==> src/rtl/mips_pkg.sv <==
// Shared MIPS core definitions: opcode constants, fetch FSM states and the
// IF/ID payload carried through the fetch stage and its skid buffer.
package mips_pkg;

  localparam logic [5:0]  OP_RTYPE  = 6'b000000;
  localparam logic [5:0]  OP_LW     = 6'b100011;
  localparam logic [5:0]  OP_SW     = 6'b101011;
  localparam logic [5:0]  OP_ADDI   = 6'b001000;
  localparam logic [31:0] NOP_INSTR = 32'h0;

  typedef enum logic [1:0] {
    S_REQ   = 2'd0,
    S_HOLD  = 2'd1,
    S_FAULT = 2'd2
  } if_state_e;

  typedef struct packed {
    logic [31:0] instr;
    logic [31:0] pc_plus4;
  } ifid_t;

  function automatic logic [31:0] align_pc(input logic [31:0] a);
    return a & ~32'h3;
  endfunction

endpackage

==> src/rtl/if_stage_if.sv <==
// Instruction-memory req/ack port. The fetch stage is the master; the memory
// (or the bench) is the slave.
interface if_stage_if;
  logic        imem_req;
  logic [31:0] imem_addr;
  logic        imem_ack;
  logic [31:0] imem_rdata;

  modport master (output imem_req, imem_addr, input imem_ack, imem_rdata);
  modport slave  (input imem_req, imem_addr, output imem_ack, imem_rdata);
endinterface

==> src/rtl/if_skid_buf.sv <==
// One-entry holding register for a fetched word that IF/ID could not take.
// clr beats load, load beats drain (a load+drain pair refills the entry).
module if_skid_buf
  import mips_pkg::*;
(
  input  logic  clk,
  input  logic  rst,
  input  logic  clr,
  input  logic  load,
  input  logic  drain,
  input  ifid_t din,
  output logic  vld,
  output ifid_t dout
);

  logic  vld_d, vld_q;
  ifid_t data_d, data_q;

  always_comb begin
    vld_d  = vld_q;
    data_d = data_q;
    if (clr) begin
      vld_d = 1'b0;
    end else if (load) begin
      vld_d  = 1'b1;
      data_d = din;
    end else if (drain) begin
      vld_d = 1'b0;
    end
  end

  always_ff @(posedge clk) begin
    if (rst) begin
      vld_q  <= 1'b0;
      data_q <= '0;
    end else begin
      vld_q  <= vld_d;
      data_q <= data_d;
    end
  end

  assign vld  = vld_q;
  assign dout = data_q;

endmodule

==> src/rtl/if_stage.sv <==
// MIPS instruction-fetch stage: owns the PC, runs the imem req/ack handshake,
// feeds decode through IF/ID plus a one-entry skid, and honours PCSrc redirects.
module if_stage
  import mips_pkg::*;
#(
  parameter logic [31:0] RESET_PC = 32'h0000_0000,
  parameter int unsigned TIMEOUT  = 16
) (
  input  logic        clk,
  input  logic        rst,
  input  logic        pcsrc,
  input  logic [31:0] branch_target,
  input  logic        stall,
  if_stage_if.master  imem,
  output logic        valid,
  output logic [31:0] instr,
  output logic [5:0]  opcode,
  output logic [31:0] pc_plus4,
  output logic        fault
);

  if_state_e   state_d, state_q;
  logic [31:0] pc_d, pc_q;
  logic [31:0] drop_addr_d, drop_addr_q;
  logic        drop_d, drop_q;
  logic        valid_d, valid_q;
  logic        fault_d, fault_q;
  logic [15:0] cnt_d, cnt_q;
  ifid_t       ifid_d, ifid_q;

  logic        req, ack, skid_nxt;
  logic        sk_clr, sk_load, sk_drain, skid_vld;
  ifid_t       skid_dout, word;

  // No request is driven in a reset cycle, so an ack there is never accepted.
  assign req = (state_q == S_REQ) && !rst;
  assign ack = req && imem.imem_ack;
  assign word = '{instr: imem.imem_rdata, pc_plus4: pc_q + 32'd4};

  always_comb begin
    state_d     = state_q;
    pc_d        = pc_q;
    drop_d      = drop_q;
    drop_addr_d = drop_addr_q;
    valid_d     = valid_q;
    fault_d     = fault_q;
    cnt_d       = cnt_q;
    ifid_d      = ifid_q;
    sk_clr      = 1'b0;
    sk_load     = 1'b0;
    sk_drain    = 1'b0;
    skid_nxt    = skid_vld;
    if (state_q != S_FAULT) begin
      if (req && !imem.imem_ack) cnt_d = cnt_q + 16'd1;
      else if (ack)              cnt_d = '0;
      if (pcsrc) begin
        pc_d    = align_pc(branch_target);
        valid_d = 1'b0;
        sk_clr  = 1'b1;
        state_d = S_REQ;
        // An outstanding fetch must still finish at its old address.
        drop_d  = req && !imem.imem_ack;
        if (!drop_q) drop_addr_d = pc_q;
      end else begin
        if (!stall) begin
          if (skid_vld) begin
            valid_d  = 1'b1;
            ifid_d   = skid_dout;
            sk_drain = 1'b1;
          end else begin
            valid_d = 1'b0;
          end
        end
        if (ack) begin
          if (drop_q) begin
            drop_d = 1'b0;
          end else begin
            pc_d = pc_q + 32'd4;
            // Skid holds the older word, so a new word only bypasses it when empty.
            if ((!valid_q || !stall) && !skid_vld) begin
              valid_d = 1'b1;
              ifid_d  = word;
            end else begin
              sk_load = 1'b1;
            end
          end
        end
        skid_nxt = sk_load || (skid_vld && !sk_drain);
        state_d  = skid_nxt ? S_HOLD : S_REQ;
      end
      if (TIMEOUT != 0 && req && !imem.imem_ack && (cnt_q + 16'd1) == 16'(TIMEOUT)) begin
        fault_d = 1'b1;
        valid_d = 1'b0;
        state_d = S_FAULT;
      end
    end
  end

  always_ff @(posedge clk) begin
    if (rst) begin
      state_q     <= S_REQ;
      pc_q        <= RESET_PC;
      drop_q      <= 1'b0;
      drop_addr_q <= '0;
      valid_q     <= 1'b0;
      fault_q     <= 1'b0;
      cnt_q       <= '0;
      ifid_q      <= '0;
    end else begin
      state_q     <= state_d;
      pc_q        <= pc_d;
      drop_q      <= drop_d;
      drop_addr_q <= drop_addr_d;
      valid_q     <= valid_d;
      fault_q     <= fault_d;
      cnt_q       <= cnt_d;
      ifid_q      <= ifid_d;
    end
  end

  if_skid_buf u_skid (
    .clk   (clk),
    .rst   (rst),
    .clr   (sk_clr),
    .load  (sk_load),
    .drain (sk_drain),
    .din   (word),
    .vld   (skid_vld),
    .dout  (skid_dout)
  );

  assign imem.imem_req  = req;
  assign imem.imem_addr = drop_q ? drop_addr_q : pc_q;
  assign valid          = valid_q;
  assign instr          = valid_q ? ifid_q.instr : NOP_INSTR;
  assign opcode         = valid_q ? ifid_q.instr[31:26] : OP_RTYPE;
  assign pc_plus4       = ifid_q.pc_plus4;
  assign fault          = fault_q;

endmodule

==> src/flat_wrapper.sv <==
// flat-port wrapper written by rule: the top's interface ports become plain ports
module if_stage_flat import mips_pkg::*;
#(
  parameter logic [31:0] RESET_PC = 32'h0000_0000,
  parameter int unsigned TIMEOUT  = 16
)
  (clk, rst, pcsrc, branch_target, stall, valid, instr, opcode, pc_plus4, fault, imem_imem_req, imem_imem_addr, imem_imem_ack, imem_imem_rdata);
  if_stage_if imem_i ();
  input  logic clk;
  input  logic rst;
  input  logic pcsrc;
  input  logic [31:0] branch_target;
  input  logic stall;
  output logic valid;
  output logic [31:0] instr;
  output logic [5:0] opcode;
  output logic [31:0] pc_plus4;
  output logic fault;
  output wire logic [$bits(imem_i.imem_req)-1:0] imem_imem_req;
  output wire logic [$bits(imem_i.imem_addr)-1:0] imem_imem_addr;
  input wire logic [$bits(imem_i.imem_ack)-1:0] imem_imem_ack;
  input wire logic [$bits(imem_i.imem_rdata)-1:0] imem_imem_rdata;
  assign imem_imem_req = imem_i.imem_req;
  assign imem_imem_addr = imem_i.imem_addr;
  assign imem_i.imem_ack = imem_imem_ack;
  assign imem_i.imem_rdata = imem_imem_rdata;
  if_stage #(.RESET_PC(RESET_PC), .TIMEOUT(TIMEOUT)) u_core (.clk(clk), .rst(rst), .pcsrc(pcsrc), .branch_target(branch_target), .stall(stall), .imem(imem_i), .valid(valid), .instr(instr), .opcode(opcode), .pc_plus4(pc_plus4), .fault(fault));
endmodule
==> config.mk <==
export PLATFORM = sky130hd
export DESIGN_NAME = if_stage_flat
export DESIGN_NICKNAME = d
export VERILOG_FILES = /design/src/rtl/mips_pkg.sv /design/src/rtl/if_stage_if.sv /design/src/rtl/if_skid_buf.sv /design/src/rtl/if_stage.sv /design/src/flat_wrapper.sv
export SDC_FILE = /design/constraint.sdc
export NUM_CORES = 1
export LEC_CHECK = 0
export ABC_AREA = 0
export CAP_MARGIN = 0
export CORE_MARGIN = 8
export CORE_UTILIZATION = 45
export DETAILED_ROUTE_END_ITERATION = 10
export PLACE_DENSITY_LB_ADDON = 0.25
export SETUP_SLACK_MARGIN = 0.1
export SLEW_MARGIN = 5
export SYNTH_ARGS = -nofsm -noshare
export SYNTH_HDL_FRONTEND = slang
export SYNTH_SLANG_ARGS = --single-unit
export TNS_END_PERCENT = 1
==> constraint.sdc <==
create_clock -name clk -period 5.7 [get_ports clk]
set_input_delay 0.57 -clock clk [delete_from_list [all_inputs] [get_ports clk]]
set_output_delay 0.57 -clock clk [all_outputs]
set_load 0.005 [all_outputs]
* After elaboration in Yosys (flattened, before gate mapping) *
Cells that the tools add are included.

storage, ports and cells
  flip-flop bits (word level) = 214
  latch bits = 0
  RAM bits = 0
  memory bits (read-only) = 0
  input bits = 69
  output and inout port bits = 105
  word-level logic and storage cells = 86
  memories kept = 0

cells by class
  add/subtract/negate cells = 2
  multiply operators = 0
  divide/modulo/power cells = 0
  $lt $le $gt $ge = 0
  equality and inequality tests = 3
  shift-type cells = 0
  mux-type cells = 41
  bitwise logic cells = 2
  reduce and logical (&&, ||, !) cells = 26

operators with widths
  operator                                         count
  two-way mux 64 bit                               5
  two-way mux 32 bit                               5
  adder 32 x 3 -> 32 bit (second input constant)   1
  two-way mux 16 bit                               2
  two-way mux 1 bit                                26
  adder 16 x 1 -> 16 bit (second input constant)   1
  == test 16 x 5 -> 1 bit (second input constant)  1
  AND reduction 2 bit                              6
  logical AND 1 bit                                6
  zero test 1 bit                                  6
  two-way mux 6 bit                                1
  nonzero test 2 bit                               3
  two-way mux 2 bit                                2
  != test 2 bit (second input constant)            2
  AND reduction 3 bit                              1
  zero test 2 bit                                  1
  logical OR 1 bit                                 2
  inverter 1 bit                                   2
  OR reduction 2 bit                               1

* Depth between registers and ports, before layout *
Gate-level depths: netlist (run 1).

  depth after elaboration = 12
  mapped depth = 9
  gate-level depth less buffers = 7

* Hierarchy *
From an unflattened synthesis (run 1), not the netlist that was laid out.

second synthesis, totals
  cell total of the unflattened synthesis = 1,335
  area, all modules = 11,303.3 um^2

modules (own cells, without submodules)
  module       times used  cells each  area each (um^2)  seq. area each (um^2)
  if_stage     1           1,039       8,035.2           2,942.8
  if_skid_buf  1           296         3,268.1           1,301.2

* Least setup slack after synthesis (run 1) *
Ideal clock, no wire load.

  path kind = input port to flip-flop
  start = input imem_imem_ack
  end = register u_core.u_skid.data_q, in the netlist u_core.u_skid.dout[13]
  setup time = 0.132 ns
  data arrival time = 2.072 ns
  required time = 5.568 ns
  path slack = 3.496 ns
  cell stages on the path = 8
  buffers on the path = 2
  path through = or3b_1 -> nor3_2 -> nand2_1 -> or2_2 -> clkbuf_1 -> clkbuf_1 -> nor2_1 -> nor3_1

on the way
  longest elaborated chain between the ends = 7

ends and longest elaborated chain
  item                           line                text
  from (decl)                    flat_wrapper.sv:21  input wire logic [$bits(imem_i.imem_ack)-1:0] imem_imem_ack;
  logical AND 1 bit              if_stage.sv:37      assign ack = req && imem.imem_ack;
  two-way mux 1 bit              if_stage.sv:74      if (ack) begin
  two-way mux 1 bit              if_stage.sv:56      if (pcsrc) begin
  two-way mux 1 bit              if_stage.sv:53      if (state_q != S_FAULT) begin
  two-way mux 1 bit              if_stage.sv:56
  two-way mux 1 bit              if_stage.sv:53
  AND reduction 2 bit (no line)  --
  to (signal assigned)           if_skid_buf.sv:38   data_q <= data_d;
  to (decl)                      if_skid_buf.sv:17   ifid_t data_d, data_q;

No other way between the ends. The select of a mux whose other input is x is not followed.
A chain may end at the register's enable or synchronous reset.

* Worst setup path in the final report (run 1) *
  start = input imem_imem_ack
  end = register u_core.ifid_q[39] (netlist bit)

on the way
  longest elaborated chain between the ends = 2

ends and longest elaborated chain
  item                  line             text
  logical AND 1 bit     if_stage.sv:37
  two-way mux 64 bit    if_stage.sv:74
  to (signal assigned)  if_stage.sv:117  ifid_q <= ifid_d;
  to (decl)             if_stage.sv:29   ifid_t ifid_d, ifid_q;

No other way between the ends.

==> run_results.csv, run 1 <==
group,metric,value,unit
status,status,"finished, final reports clean",
pwr,power,3.48,mW
global_route,grt_pass1_wl,47300,um
setup_path,arrival,4.06,ns
clock_network,clock_latency,0.51,ns
final_layout,diodes,0,
floorplan,start_util,45.9,%
timing,whs,0.456,ns
final_layout,area_growth_syn_to_layout,22.6,%
min_path,hold_class,"reg -> reg",
setup_path,worstSetupEndpointType,"flop",
floorplan,core,21800,um^2
clock_network,cts_setup_buffers,0,
timing,fmax,0.275,GHz
logic_synthesis,synthDominantCellAreaShare,41.9,%
routing,via_per_inst,5.74,
global_route,grt.overflow.total,0,
routing,topRoutingLayerUsed,"met4",
pwr,switching_share,24.0,%
logic_synthesis,avgSynthCellArea,7.98,um^2
setup_path,cp.required,6.13,ns
placement,numPortBuffers,171,
placement,placed_cell_area,11500,um^2
min_path,hold_start,"u_core.u_skid.dout[40]",
final_layout,stdcell_count,1614,
global_route,antenna_found_initial,0,
clock_network,numCtsBuffers,22,
min_path,hold_end,"u_core.u_skid.dout[40]",
placement,hpwlAfterDp,19600,um
pwr,clockPowerShare,44.7,%
routing,firstDrtPassIters,5,
clock_network,clock_path_buffers,3,
min_path,holdPathStages,2,
pwr,p_per_area,283,nW/um^2
pwr,p_switching,0.834,mW
clock_network,ctsResizeCount,0,
routing,wl,29600,um
clock_network,path_clk_slew,0.06,ns
routing,detail_route.wl_per_cell,18.4,um
pwr,p_int,2.64,mW
global_route,grt_start_max_net_pins,83,
logic_synthesis,synth_edf_count,0,
timing,finalMaxSlewViolations,0,
final_layout,fillers,2005,
routing,route.detailed.drc,0,
floorplan,num_rows,54,
pwr,ir_drop,181,uV
timing,skew,0.0147,ns
logic_synthesis,syn-num-nets,1328,
timing,timing.setup.tns,0,ns
clock_network,cts_num_sinks,210,
logic_synthesis,syn_inst,1256,
timing,period_minus_slack,3.63,ns
routing,drtIter0Drc,949,
pwr,p_seq_share,45.0,%
setup_path,critical_path_class,"in -> reg",
logic_synthesis,synth_largest_area_cell,"dfxtp_1",
logic_synthesis,synthesis.area,10000,um^2
global_route,grt.total_usage,21.1,%
setup_path,rr_worst_depth,6,
floorplan,chipHeight,165,um
logic_synthesis,ys_ff_latch,210,
logic_synthesis,synth_area_leaders,"dfxtp_1, nor2_1, a21oi_1",
timing,hold_viol,0,
logic_synthesis,yosysSeqAreaShare,41.9,%
timing,fin_crit_sh,63.7,%
clock_network,cts_tree,"yes",
routing,postRouteAntennaNets,0,
pwr,leakagePower,4.42,nW
timing,slew_headroom,18.3,%
placement,dpl.cell_count,1576,
timing,setup_viol,0,
logic_synthesis,yosysMostFrequentCell,"dfxtp_1",
flow_run,max-cap-violations,0,
clock_network,holdBufCountCts,0,
routing,wl_met1,13600,um
final_layout,fin_nets,1392,
setup_path,worstPathMaxFanout,31,
clock_network,cts_root_buf,"clkbuf_16",
final_layout,drive_gt1_share,7.95,%
routing,met3_length,2360,um
timing,worst_pin_slew,1.22,ns
floorplan,ios,174,
final_layout,final_cell_area,12300,um^2
global_route,grt_pass1_vias,8735,
clock_network,htreeDepth,1,
setup_path,start_kind,"primary input",
setup_path,timing.rr.start,"u_core.valid",
logic_synthesis,ys_warn_count,0,
logic_synthesis,ys.flop_type,"dfxtp_1",
setup_path,ff2ff_setup_slack,2.46,ns
logic_synthesis,async_flop_share,0,%
routing,vias,9266,
routing,met2WireLength,13100,um
placement,routabilityCongestion,0.820,
logic_synthesis,ys_types,71,
pwr,combinationalPowerShare,10.3,%
logic_synthesis,synth_commonest_cells,"dfxtp_1, nor2_1, nand2_1",
setup_path,reg2reg_to,"u_core.ifid_q[39]",
timing,rsz0062_at_grt,"false",
floorplan,dieArea,27300,um^2
floorplan,die_w,165,um
## sequential cells by signal, summed over array words and instances, names as in the netlist
name	flops
u_core.state_q	2
u_core.u_skid.dout	62
u_core.drop_q	1
u_core.pc_plus4	32
u_core.cnt_q	16
u_core.u_skid.vld	1
u_core.ifid_q	32
u_core.valid	1
u_core.pc_q	30
u_core.drop_addr_q	32
u_core.fault	1
## critical path, cell delays in order
cell,delay (ns)
clkdlybuf4s50_1,0.82
or3b_1,0.49
nor3_2,0.24
nand2_1,0.40
a21oi_4,0.87
buf_4,0.46
nor2_1,0.09
nor2_1,0.10
## area by class of cell
type	instances	area, um^2	area share, %
Clock buffer	29	627	5.10
Clock inverter	9	156	1.27
Inverter	8	30.0	0.244
Multi-Input combinational cell	893	5120	41.6
Sequential cell	210	4200	34.2
Tap cell	280	350	2.85
Timing Repair Buffer	185	1810	14.7
## metal layers
layer  vias up  track usage [%]
met5         -                0
met4         0             4.59
met3        42             4.14
met2       318             32.8
met1      4396             29.7
li1       4510                -
## power groups by stage
| stage | Sequential, mW | Clock, mW | Combinational, mW |
|---|---|---|---|
| floorplan | 1.57 | 0 | 0.216 |
| global placement | 1.59 | 0 | 0.352 |
| detailed placement | 1.60 | 0 | 0.356 |
| CTS | 1.56 | 1.57 | 0.359 |
| global route | 1.57 | 1.64 | 0.392 |
| finish | 1.56 | 1.55 | 0.359 |
## per-stage QoR
stage,util [%],worst slack [ns]
6_report,56.3,2.07
2_1_floorplan,-,3.50
5_1_grt,56.3,1.89
4_1_cts,56.3,2.11
3_5_place_dp,52.7,1.61
3_3_place_gp,52.7,1.67
## cell families after synthesis
group                      synth area share (%)
AOI/OAI and AO/OA                          18.7
xor gates and xnor gates                   2.88
adders and majority gates                 0.374
buffers and inverters                      7.30
DFF                                        41.9
muxes                                      3.34
and+or+nand+nor                            25.4
## worst max-delay path by stage
stage / from / cells past startpoint / to
after floorplan: imem_imem_ack / 8 / u_core.u_skid.dout[13]
after global placement: imem_imem_ack / 8 / u_core.ifid_q[40]
after detailed placement: imem_imem_ack / 8 / u_core.ifid_q[32]
after CTS: imem_imem_ack / 8 / u_core.ifid_q[39]
after global routing: imem_imem_ack / 8 / u_core.ifid_q[54]
final: imem_imem_ack / 8 / u_core.ifid_q[39]
## layout by cell type (no fill, tap or decap), types with 11 or more instances in the layout
cell	synthesis	layout
xor2_1	17	17
o21ai_0	53	53
clkdlybuf4s50_1	0	169
nor3_1	90	90
mux2_2	28	28
o221ai_1	37	37
and3_1	12	12
and2_1	40	40
clkbuf_16	0	22
nor2_1	188	187
a31oi_1	14	14
dfxtp_1	210	210
nand3_1	19	19
a211oi_1	17	17
a22oi_1	12	12
nor4_1	15	15
nand2_1	123	123
a21oi_1	94	93
buf_4	38	15
xnor2_1	16	16
nand4_1	11	11
No activity file was read; power rests on OpenSTA's default activity.
==> inputs of run 2 (changes only) <==
Clock period 5.7 ns to 3.8 ns, I/O delays scaled along.
==> run 2 against run 1 <==
Effect of this change: clock skew decreased by 0.0069 ns; cell count increased by 0.81%; total power increased by 44%; via count increased by 0.85%; flip-flop and latch count unchanged; count of clock-buffer cells in the layout increased by 5; global-route usage decreased by 0.15 points; critical endpoint is now imem_imem_addr[26].
==> run_results.csv, run 2 (synthesis gave the netlist of run 1 again) <==
group,metric,value,unit
timing,fin_crit_sh,80.0,%
placement,numPortBuffers,171,
final_layout,final_cell_area,12300,um^2
pwr,leakagePower,4.44,nW
floorplan,start_util,45.9,%
min_path,holdPathStages,2,
routing,route.detailed.drc,0,
setup_path,arrival,2.66,ns
clock_network,ctsResizeCount,0,
setup_path,cp_cell_sequence,"buf_4, mux2_2, clkdlybuf4s50_1",
placement,placed_cell_area,11600,um^2
final_layout,largest_reg_flops,62,
global_route,grt.overflow.total,0,
status,status,"finished, final reports clean",
pwr,ir_drop,226,uV
setup_path,cp.required,3.42,ns
global_route,grt.total_usage,21.0,%
timing,period_minus_slack,3.04,ns
timing,timing.setup.tns,0,ns
clock_network,htreeDepth,1,
flow_run,max-cap-violations,0,
clock_network,path_clk_slew,0.06,ns
clock_network,numCtsBuffers,23,
pwr,power,5.00,mW
clock_network,cts_root_buf,"clkbuf_16",
setup_path,reg2reg_to,"u_core.u_skid.dout[29]",
final_layout,mostFrequentLayoutCells,"dfxtp_1, nor2_1, clkdlybuf4s50_1",
timing,skew,0.00782,ns
timing,rsz0062_at_grt,"false",
routing,via_per_inst,5.74,
setup_path,start_kind,"flop",
clock_network,clock_latency,0.50,ns
final_layout,fin_nets,1404,
setup_path,cp_slowest_stage_delay,0.84,ns
global_route,grt_pass1_vias,8767,
placement,routabilityCongestion,0.849,
routing,wl,29700,um
setup_path,timing.rr.start,"u_core.pc_q[15]",
timing,setup_viol,0,
clock_network,cts_setup_buffers,0,
timing,finalMaxSlewViolations,0,
clock_network,clock_path_buffers,3,
floorplan,core,21800,um^2
final_layout,multiInputGateArea,5120,um^2
min_path,hold_start,"rst",
final_layout,area_growth_syn_to_layout,22.7,%
final_layout,fillers,1995,
placement,hpwlAfterDp,20100,um
floorplan,chipHeight,165,um
global_route,grt_start_max_net_pins,83,
clock_network,cts_tree,"yes",
setup_path,critical_path_class,"reg -> out",
min_path,hold_end,"u_core.cnt_q[3]",
timing,hold_viol,0,
global_route,grt_pass1_wl,46900,um
routing,postRouteAntennaNets,0,
floorplan,die_w,165,um
pwr,p_per_area,406,nW/um^2
final_layout,layout_commonest_cell,"dfxtp_1",
clock_network,holdBufCountCts,0,
floorplan,ios,174,
timing,worst_pin_slew,1.19,ns
global_route,antenna_found_initial,1,
timing,slew_headroom,20.4,%
final_layout,regArea,4200,um^2
routing,vias,9345,
floorplan,num_rows,54,
floorplan,dieArea,27300,um^2
setup_path,ff2ff_setup_slack,1.14,ns
clock_network,cts_num_sinks,210,
setup_path,rr_worst_depth,6,
setup_path,worstSetupEndpointType,"output port",
routing,drtIter0Drc,895,
routing,firstDrtPassIters,5,
final_layout,drive_gt1_share,8.32,%
min_path,hold_class,"in -> reg",
routing,detail_route.wl_per_cell,18.3,um
timing,fmax,0.329,GHz
setup_path,worstPathMaxFanout,22,
setup_path,cp_slowest_cell,"dfxtp_1",
[run 2: stage by stage]
step | hold slack [ns] | util (%) | setup WS, ns | cells
after floorplan | 0.422 | - | 1.65 | 1256
after global placement | 0.435 | 53.2 | 0.838 | 1587
after detailed placement | 0.436 | 53.2 | 0.844 | 1587
after CTS | 0.201 | 56.4 | 0.760 | 1626
after global routing | 0.220 | 56.4 | 0.677 | 1627
final | 0.221 | 56.4 | 0.761 | 1627
[run 2: report_power, final]
part           leakage (nW)  switching [mW]  internal, mW
logic                  2.38           0.282         0.264
clock network         0.344           0.868          1.24
registers              1.71          0.0692          2.28
total                  4.44            1.22          3.78
[run 2: routing by layer]
metal	up-vias	share of wire, %	global-route usage [%]	wire length (um)
li1	4555	-	-	-
met1	4416	46	29.5	13600
met2	338	45	32.9	13300
met3	36	7.9	3.50	2350
met4	0	1.6	4.91	486
met5	-	0	0	0
[run 2: worst max-delay path: cells and delay by family, from the launching register on]
family	cells	cell delay, ns
multiplexers	1	0.42
buffers and inverters	2	0.90
flip-flops	1	0.84
[run 2: how the worst max path moves through the flow]
stage | to | slack [ns] | from | cells past startpoint
5_1_grt | imem_imem_addr[30] | 0.68 | u_core.drop_q | 3
4_1_cts | imem_imem_addr[30] | 0.76 | u_core.drop_q | 3
6_report | imem_imem_addr[26] | 0.76 | u_core.drop_q | 3
2_1_floorplan | u_core.u_skid.dout[29] | 1.65 | u_core.pc_q[8] | 8
3_5_place_dp | u_core.pc_plus4[10] | 0.84 | imem_imem_ack | 7
3_3_place_gp | u_core.pc_plus4[10] | 0.84 | imem_imem_ack | 7
[run 2: area by class of cell]
| class | count | share of cell area [%] |
|---|---|---|
| multi-input combinational | 893 | 41.6 |
| sequential | 210 | 34.2 |
| timing repair buffer | 196 | 15.5 |
| clock buffer | 34 | 5.26 |
| tap | 280 | 2.85 |
| clock inverter | 5 | 0.407 |
| inverter | 8 | 0.244 |
| antenna | 1 | 0.0203 |
==> inputs of run 3 (changes only) <==
Clock period 3.8 ns to 2.5 ns, I/O delays scaled along.
==> run 3 against run 2 <==
Effect of this change: setup slack worse by 0.58 ns; global-route usage up 0.32 points; combinational power up 68%; total power up 54%; die area unchanged; count of clock-buffer cells in the layout down 3; flip-flop and latch count unchanged; register-to-register slack worse by 0.96 ns; routed wire length up 1.6%; non-clock buffer count up 58; core utilization up 2.6 points; cell count up 3.4%; critical path type is now reg -> reg; critical endpoint is now u_core.pc_q[16]; largest power group unchanged.
==> run_results.csv, run 3 (synthesis gave the netlist of run 1 again) <==
group,metric,value,unit
status,status,"finished, final reports clean",
routing,detail_route.wl_per_cell,18.0,um
clock_network,htreeDepth,1,
min_path,hold_class,"in -> reg",
pwr,p_per_area,597,nW/um^2
timing,skew,0.00789,ns
setup_path,timing.rr.start,"u_core.pc_q[2]",
global_route,grt_pass1_wl,47400,um
setup_path,reg2reg_to,"u_core.pc_q[16]",
floorplan,ios,174,
timing,rsz0062_at_grt,"true",
setup_path,worstSetupEndpointType,"flop",
timing,worst_slack,0.177,ns
final_layout,largest_reg_flops,62,
global_route,grt_pass1_vias,9016,
final_layout,mostFrequentLayoutCells,"dfxtp_1, nor2_1, clkdlybuf4s50_1",
timing,whs,0.100,ns
clock_network,cts_tree,"yes",
final_layout,post-route-util,59.0,%
floorplan,num_rows,54,
setup_path,startpoint,"u_core.pc_q[2]",
final_layout,stdcell_count,1682,
timing,slew_headroom,54.4,%
routing,drtIter0Drc,850,
final_layout,fillers,1998,
setup_path,ff2ff_setup_slack,0.18,ns
timing,period_minus_slack,2.32,ns
clock_network,holdBufCountCts,0,
setup_path,rr_worst_depth,8,
placement,routabilityCongestion,0.880,
global_route,grt.total_usage,21.3,%
global_route,grt_start_max_net_pins,80,
clock_network,cts_root_buf,"clkbuf_16",
final_layout,layout_commonest_cell,"dfxtp_1",
setup_path,cp_slowest_stage_delay,0.48,ns
placement,hpwlAfterDp,21100,um
setup_path,cp.required,2.93,ns
floorplan,dieArea,27300,um^2
final_layout,area_growth_syn_to_layout,28.5,%
setup_path,critical_path_class,"reg -> reg",
setup_path,arrival,2.75,ns
placement,placed_cell_area,12100,um^2
final_layout,fin_nets,1462,
pwr,power,7.69,mW
routing,route.detailed.drc,0,
flow_run,max-cap-violations,0,
clock_network,clock_latency,0.50,ns
setup_path,start_kind,"flop",
placement,place_ws,-0.130,ns
routing,via_per_inst,5.70,
setup_path,crit_end,"u_core.pc_q[16]",
setup_path,cp_cell_sequence,"ha_1, nand2_1, nor3_1, nand3_1, xnor2_1, buf_4, o21bai_1, a21oi_1",
clock_network,cts_num_sinks,210,
pwr,ir_drop,427,uV
placement,dpl.cell_count,1644,
pwr,leakagePower,4.76,nW
final_layout,multiInputGateArea,5140,um^2
setup_path,worstPathMaxFanout,7,
floorplan,chipHeight,165,um
routing,postRouteAntennaNets,0,
floorplan,start_util,45.9,%
final_layout,drive_gt1_share,12.3,%
timing,fmax,0.431,GHz
timing,hold_viol,0,
routing,firstDrtPassIters,5,
clock_network,clock_path_buffers,3,
final_layout,final_cell_area,12900,um^2
routing,wl,30200,um
timing,setup_viol,0,
clock_network,numCtsBuffers,23,
timing,finalMaxSlewViolations,0,
setup_path,cp_slowest_cell,"dfxtp_1",
placement,numPortBuffers,171,
timing,fin_crit_sh,92.9,%
floorplan,core,21800,um^2
global_route,grt.overflow.total,0,
floorplan,die_w,165,um
timing,timing.setup.tns,0,ns
global_route,antenna_found_initial,0,
clock_network,path_clk_slew,0.06,ns
timing,worst_pin_slew,0.684,ns
final_layout,regArea,4200,um^2
routing,vias,9593,
## run 3: changes by cell type in the layout (fill, tap and decap cells not counted), moves of 2 or more
cell / delta
clkbuf_1: -4
buf_4: +49
xor2_1: -2
buf_12: +9
## run 3: worst max-delay path: cells and delay by family, from the launching register on
kind	cells	cell delay (ns)
AOI/OAI and AO/OA	2	0.20
xor gates and xnor gates	1	0.37
adders and majority gates	1	0.28
buffers and inverters	1	0.21
DFF	1	0.48
and+or+nand+nor	3	0.70
## run 3: cell type report
type / instances / area share [%]
tap: 280 / 2.72
timing repair buffer: 254 / 19.0
multi-input combinational: 893 / 39.9
antenna: 1 / 0.0194
inverter: 8 / 0.233
sequential: 210 / 32.6
clock inverter: 5 / 0.408
clock buffer: 31 / 5.01
## run 3: how the worst min path moves through the flow
stage	startpoint	end	slack, ns	cells past startpoint
finish	rst	u_core.pc_q[4]	0.1	2
global route	rst	u_core.pc_q[4]	0.09	2
floorplan	branch_target[18]	u_core.pc_q[18]	0.38	2
global placement	u_core.drop_addr_q[0]	u_core.drop_addr_q[0]	0.44	1
CTS	rst	u_core.pc_q[4]	0.08	2
detailed placement	u_core.drop_addr_q[1]	u_core.drop_addr_q[1]	0.44	1
## run 3: metal layers
metal | vias up | share of wire, % | track usage [%]
li1 | 4654 | - | -
met1 | 4565 | 47 | 29.9
met2 | 330 | 44 | 33.5
met3 | 44 | 7.2 | 3.30
met4 | 0 | 1.9 | 5.36
met5 | - | 0 | 0
## run 3: where the power goes
group | total (mW) | switching [mW] | internal [mW]
sequential | 3.55 | 0.0887 | 3.46
combinational | 0.915 | 0.460 | 0.455
clock | 3.22 | 1.33 | 1.89
## run 3: repair_timing
item | 4_1_cts | 5_1_grt
setup buffers | 0 | 1
endpoints found under the setup margin | 0 | 3
gates resized for setup | 0 | 3
